==> config.mk <==
export PLATFORM = sky130hd
export DESIGN_NAME = pulse_stat
export DESIGN_NICKNAME = d
export VERILOG_FILES = /design/src/rtl/pulse_stat.sv
export SDC_FILE = /design/constraint.sdc
export NUM_CORES = 1
export LEC_CHECK = 0
export ABC_AREA = 1
export BUFFER_PORTS_ARGS = -buffer_cell sky130_fd_sc_hd__buf_2
export CAP_MARGIN = 15
export CORE_ASPECT_RATIO = 0.6
export CORE_UTILIZATION = 49
export CTS_BUF_LIST = sky130_fd_sc_hd__clkbuf_8
export CTS_CLUSTER_DIAMETER = 60
export CTS_CLUSTER_SIZE = 16
export DETAILED_ROUTE_END_ITERATION = 8
export GPL_ROUTABILITY_DRIVEN = 0
export GPL_TIMING_DRIVEN = 0
export MAX_ROUTING_LAYER = met4
export PLACE_DENSITY = 0.72
export SLEW_MARGIN = 10
export SYNTH_ARGS = -nofsm -noshare
export SYNTH_HDL_FRONTEND = slang
export SYNTH_SLANG_ARGS = --single-unit
==> constraint.sdc <==
create_clock -name clk -period 4.4 [get_ports clk]
set_input_delay 0.66 -clock clk [delete_from_list [all_inputs] [get_ports clk]]
set_output_delay 0.66 -clock clk [all_outputs]
set_load 0.01 [all_outputs]
==> src/rtl/pulse_stat.sv <==
// Pulse statistics: glitch-filtered rising-edge detection,
// pulse count, last pulse width and a one-shot target hit.
module pulse_stat #(
  parameter int CNT_W    = 8,
  parameter int MIN_HIGH = 2
) (
  input  logic             clk,
  input  logic             reset,
  input  logic             en,
  input  logic             clr,
  input  logic             din,
  input  logic [CNT_W-1:0] target,
  output logic [CNT_W-1:0] count,
  output logic [CNT_W-1:0] width_last,
  output logic             hit,
  output logic             ovf,
  output logic             busy
);

  localparam logic [CNT_W-1:0] MAXV = '1;
  localparam logic [CNT_W-1:0] ONE  = {{(CNT_W-1){1'b0}}, 1'b1};
  localparam logic [CNT_W-1:0] MINH = CNT_W'(MIN_HIGH);

  typedef enum logic [1:0] {
    IDLE,
    ARM,
    HOLD
  } state_e;

  state_e           state_q, state_d;
  logic             din_d_q;
  logic [CNT_W-1:0] wcnt_q, wcnt_d;
  logic [CNT_W-1:0] count_q, count_d;
  logic [CNT_W-1:0] width_q, width_d;
  logic             ovf_q, ovf_d;
  logic             hit_q, hit_d;
  logic             rise;
  logic             qual;
  logic [CNT_W-1:0] wcnt_inc;
  logic [CNT_W-1:0] count_inc;

  // Next-state: pulse tracking FSM and statistics update
  always_comb begin
    rise      = din & ~din_d_q;
    wcnt_inc  = (wcnt_q == MAXV) ? MAXV : wcnt_q + ONE;
    count_inc = count_q + ONE;
    state_d   = state_q;
    wcnt_d    = wcnt_q;
    width_d   = width_q;
    qual      = 1'b0;
    unique case (state_q)
      IDLE: begin
        if (en && rise) begin
          wcnt_d = ONE;
          if (MIN_HIGH == 1) begin
            state_d = HOLD;
            qual    = 1'b1;
          end else begin
            state_d = ARM;
          end
        end
      end
      ARM: begin
        if (!en || !din) begin
          state_d = IDLE;
        end else begin
          wcnt_d = wcnt_inc;
          if (wcnt_inc == MINH) begin
            state_d = HOLD;
            qual    = 1'b1;
          end
        end
      end
      HOLD: begin
        if (!en) begin
          state_d = IDLE;
        end else if (din) begin
          wcnt_d = wcnt_inc;
        end else begin
          width_d = wcnt_q;
          state_d = IDLE;
        end
      end
      default: state_d = IDLE;
    endcase
    count_d = count_q;
    ovf_d   = ovf_q;
    hit_d   = 1'b0;
    if (qual) begin
      if (count_q != MAXV) begin
        count_d = count_inc;
        hit_d   = (count_inc == target);
      end else begin
        ovf_d = 1'b1;
      end
    end
  end

  // State registers; edge history survives clr, stats do not
  always_ff @(posedge clk) begin
    if (reset) begin
      din_d_q <= 1'b1;
      state_q <= IDLE;
      wcnt_q  <= '0;
      count_q <= '0;
      width_q <= '0;
      ovf_q   <= 1'b0;
      hit_q   <= 1'b0;
    end else begin
      din_d_q <= din;
      if (clr) begin
        state_q <= IDLE;
        wcnt_q  <= '0;
        count_q <= '0;
        width_q <= '0;
        ovf_q   <= 1'b0;
        hit_q   <= 1'b0;
      end else begin
        state_q <= state_d;
        wcnt_q  <= wcnt_d;
        count_q <= count_d;
        width_q <= width_d;
        ovf_q   <= ovf_d;
        hit_q   <= hit_d;
      end
    end
  end

  assign count      = count_q;
  assign width_last = width_q;
  assign hit        = hit_q;
  assign ovf        = ovf_q;
  assign busy       = (state_q != IDLE);

endmodule
==> out/qor.csv <==
stage,metric,value,unit
global_route,grt_pass1_vias,1334,
power_and_ir_drop,clkPwrFrac,0.428,
synthesis,syn_area_per_cell,6.44,µm²
route,drtAntennaViolNets,0,
global_route,antenna_found_initial,0,
floorplanning,fp-row-count,16,
synthesis,synth_top_family_by_area,simple AND/OR/NAND/NOR gates,
sta,setup_violations,0,
run_status,outcome,"complete, no violations",
clock_network,cts_root_buf,clkbuf_8,
route,wl_per_cell,11.5,µm
route,vias,1709,
sta,rsz0062_at_grt,false,
place,dpl_worst_slack,2350,ps
synthesis,synthArstFlopShare,0,
synthesis,ys_seq_area_frac,0.335,
synthesis,synthCells,269,
worst_hold_path,holdPathStages,1,
place,portBuffers,31,
sta,finalHoldViolCount,0,
floorplanning,dieArea,3790,µm²
clock_network,htreeDepth,2,
setup_path,cp.arrival,2200,ps
setup_path,required,4580,ps
setup_path,critPathMaxFanout,9,
floorplanning,initial_utilization,0.521,
final_layout,n_antenna_cell,0,
power_and_ir_drop,p_comb_frac,0.049,
final_layout,area_delta_synth_final,17.2,%
sta,drv_slew,0,
route,wirelength,4.03,mm
route,first_pass_iters,4,
power_and_ir_drop,p_leak,1.03,nW
setup_path,rrSetupSlack,2370,ps
worst_hold_path,hp-class,reg2reg,
power_and_ir_drop,p_int,395,µW
synthesis,yosys.area_share.simple,0.355,
power_and_ir_drop,switchingPower,109,µW
final_layout,final_nets,326,
clock_network,cts_max_path_buffers,2,
final_layout,drive_gt1_frac,0.189,
clock_network,clk_latency,280,ps
synthesis,synth-compound-area-share,0.135,
clock_network,clk_pin_slew_worst_paths,60,ps
route,drtIter0Drc,165,
synthesis,synth_seq_cells,29,
sta,tns,0,ps
setup_path,r2r-start,state_q[0],
synthesis,synth_area,1730,µm²
floorplanning,pin_count,32,
route,viasPerCell,4.86,
power_and_ir_drop,switching_share,0.217,
sta,setup_ws,2370,ps
synthesis,yosysTopAreaCell,dfxtp_1,
synthesis,synthAdderAreaFrac,0.0433,
global_route,grt.total_usage,0.237,
job,maxCapViolCount,0,
power_and_ir_drop,power-per-cell-area,249,nW/µm²
setup_path,endpoint_kind,flop,
sta,fin_crit_sh,0.460,
synthesis,synth_edf_count,0,
synthesis,synth_xor_area_frac,0.0152,
clock_network,cts_tree,built,
sta,clock.fmax,494,MHz
power_and_ir_drop,seq_power_share,0.523,
place,place_area,1940,µm²
sta,whs,475,ps
worst_hold_path,hold_end,ovf,
clock_network,hold_buffers,0,
synthesis,synth_warnings,0,
global_route,grt_remaining_overflow,0,
power_and_ir_drop,vdd_drop_max,0.193,mV
setup_path,reg2reg_depth,5,
sta,min_period,2030,ps
setup_path,critPathKind,reg2reg,
place,place_hpwl,3.10,mm
power_and_ir_drop,power,505,µW
synthesis,synthMuxAreaShare,0,
clock_network,cts-resized-gates,0,
sta,finClkSkew,8.45,ps
sta,slew_headroom,0.520,
synthesis,ys.flop_type,dfxtp_1,
final_layout,design_area,2030,µm²
clock_network,cts_made_buffers,5,
global_route,grt_max_degree,11,
sta,worstMarginPinSlew,715,ps
synthesis,syn-num-nets,288,
floorplanning,fp.dieH,48.1,µm
clock_network,postCtsSetupBuffers,0,
setup_path,worst_setup_path_start_kind,flop,
route,drc,0,
synthesis,synth_top_area_share,0.335,
synthesis,ys_top_cells_by_area,"dfxtp_1, nand2_1, inv_1",
floorplanning,die_x,78.8,µm
setup_path,regToRegEndpoint,wcnt_q[0],
floorplanning,core_area,3320,µm²
global_route,grt_pass1_wl,6.31,mm
clock_network,clock_sinks,29,
synthesis,yosysUniqueCellTypes,27,
worst_hold_path,worstHoldStart,ovf,
-- layout by cell type (no fill, tap or decap), drive strengths merged, types with 5 or more instances in the layout --
master	instances
inv	43
or2	5
dfxtp	29
nand4	5
clkbuf	9
nor2	36
ha	6
a21oi	21
nand2	80
nand3	13
o21ai	17
buf	33
-- cell type report --
class | count | area, µm²
Fill cell | 329 | 1290
Multi-Input combinational cell | 193 | 951
Sequential cell | 29 | 581
Inverter | 42 | 158
Timing Repair Buffer | 31 | 155
Clock buffer | 6 | 82.6
Tap cell | 45 | 56.3
Buffer | 5 | 43.8
Clock inverter | 1 | 3.75
-- metrics by stage --
step / util / cells
2_1_floorplan: - / 269
3_3_place_gp: 0.585 / 345
3_5_place_dp: 0.585 / 345
4_1_cts: 0.611 / 352
5_1_grt: 0.611 / 352
6_report: 0.611 / 352
-- power groups by stage --
stage / Combinational [mW] / Sequential (mW) / Clock [mW]
3_5_place_dp: 0.0243 / 0.270 / 0
4_1_cts: 0.0245 / 0.264 / 0.221
5_1_grt: 0.0277 / 0.264 / 0.234
2_1_floorplan: 0.0141 / 0.270 / 0
6_report: 0.0246 / 0.264 / 0.216
3_3_place_gp: 0.0242 / 0.270 / 0
-- registers in the layout, indices dropped and copies added (netlist names) --
register,flops
state_q,2
width_last,8
wcnt_q,8
ovf,1
count,8
din_d_q,1
hit,1
-- how the worst max path moves through the flow --
stage	cells after the start	from	endpoint
4_1_cts	5	state_q[0]	wcnt_q[0]
5_1_grt	9	wcnt_q[0]	state_q[1]
2_1_floorplan	6	din	wcnt_q[7]
3_3_place_gp	7	din	wcnt_q[7]
6_report	5	state_q[0]	wcnt_q[0]
3_5_place_dp	7	din	wcnt_q[7]
-- synthesized netlist by cell type (2+ instances only) --
| master | instances |
|---|---|
| or2_2 | 5 |
| nor2_1 | 33 |
| nand3_1 | 12 |
| nand2_1 | 74 |
| buf_6 | 2 |
| xnor2_1 | 2 |
| inv_1 | 41 |
| nor2_2 | 3 |
| o21ai_0 | 16 |
| nand2_2 | 6 |
| a21oi_1 | 21 |
| nand4_1 | 4 |
| clkbuf_1 | 2 |
| dfxtp_1 | 29 |
| nor3_1 | 2 |
| ha_1 | 6 |
-- worst max-delay path, stage by stage, from the launching register on --
cell and delay [ps]:
dfxtp_1 350, inv_1 70, ha_1 250, o31ai_2 670, nor2_1 310, a221oi_1 290
-- routing by layer --
layer	global-route usage	wire, µm	vias to the layer above
met5	-	0	-
met4	0.0852	21	0
met3	0.0571	199	2
met2	0.301	1430	38
met1	0.349	2380	749
li1	-	-	920
-- cells by family after synthesis --
logic type | Yosys count
AO/OA/AOI/OAI | 43
XOR/XNOR | 3
adder cells (fa/ha/maj) | 6
buffers and inverters | 47
flip-flops | 29
AND/OR/NAND/NOR | 141
No activity file was read; power rests on OpenSTA's default activity.
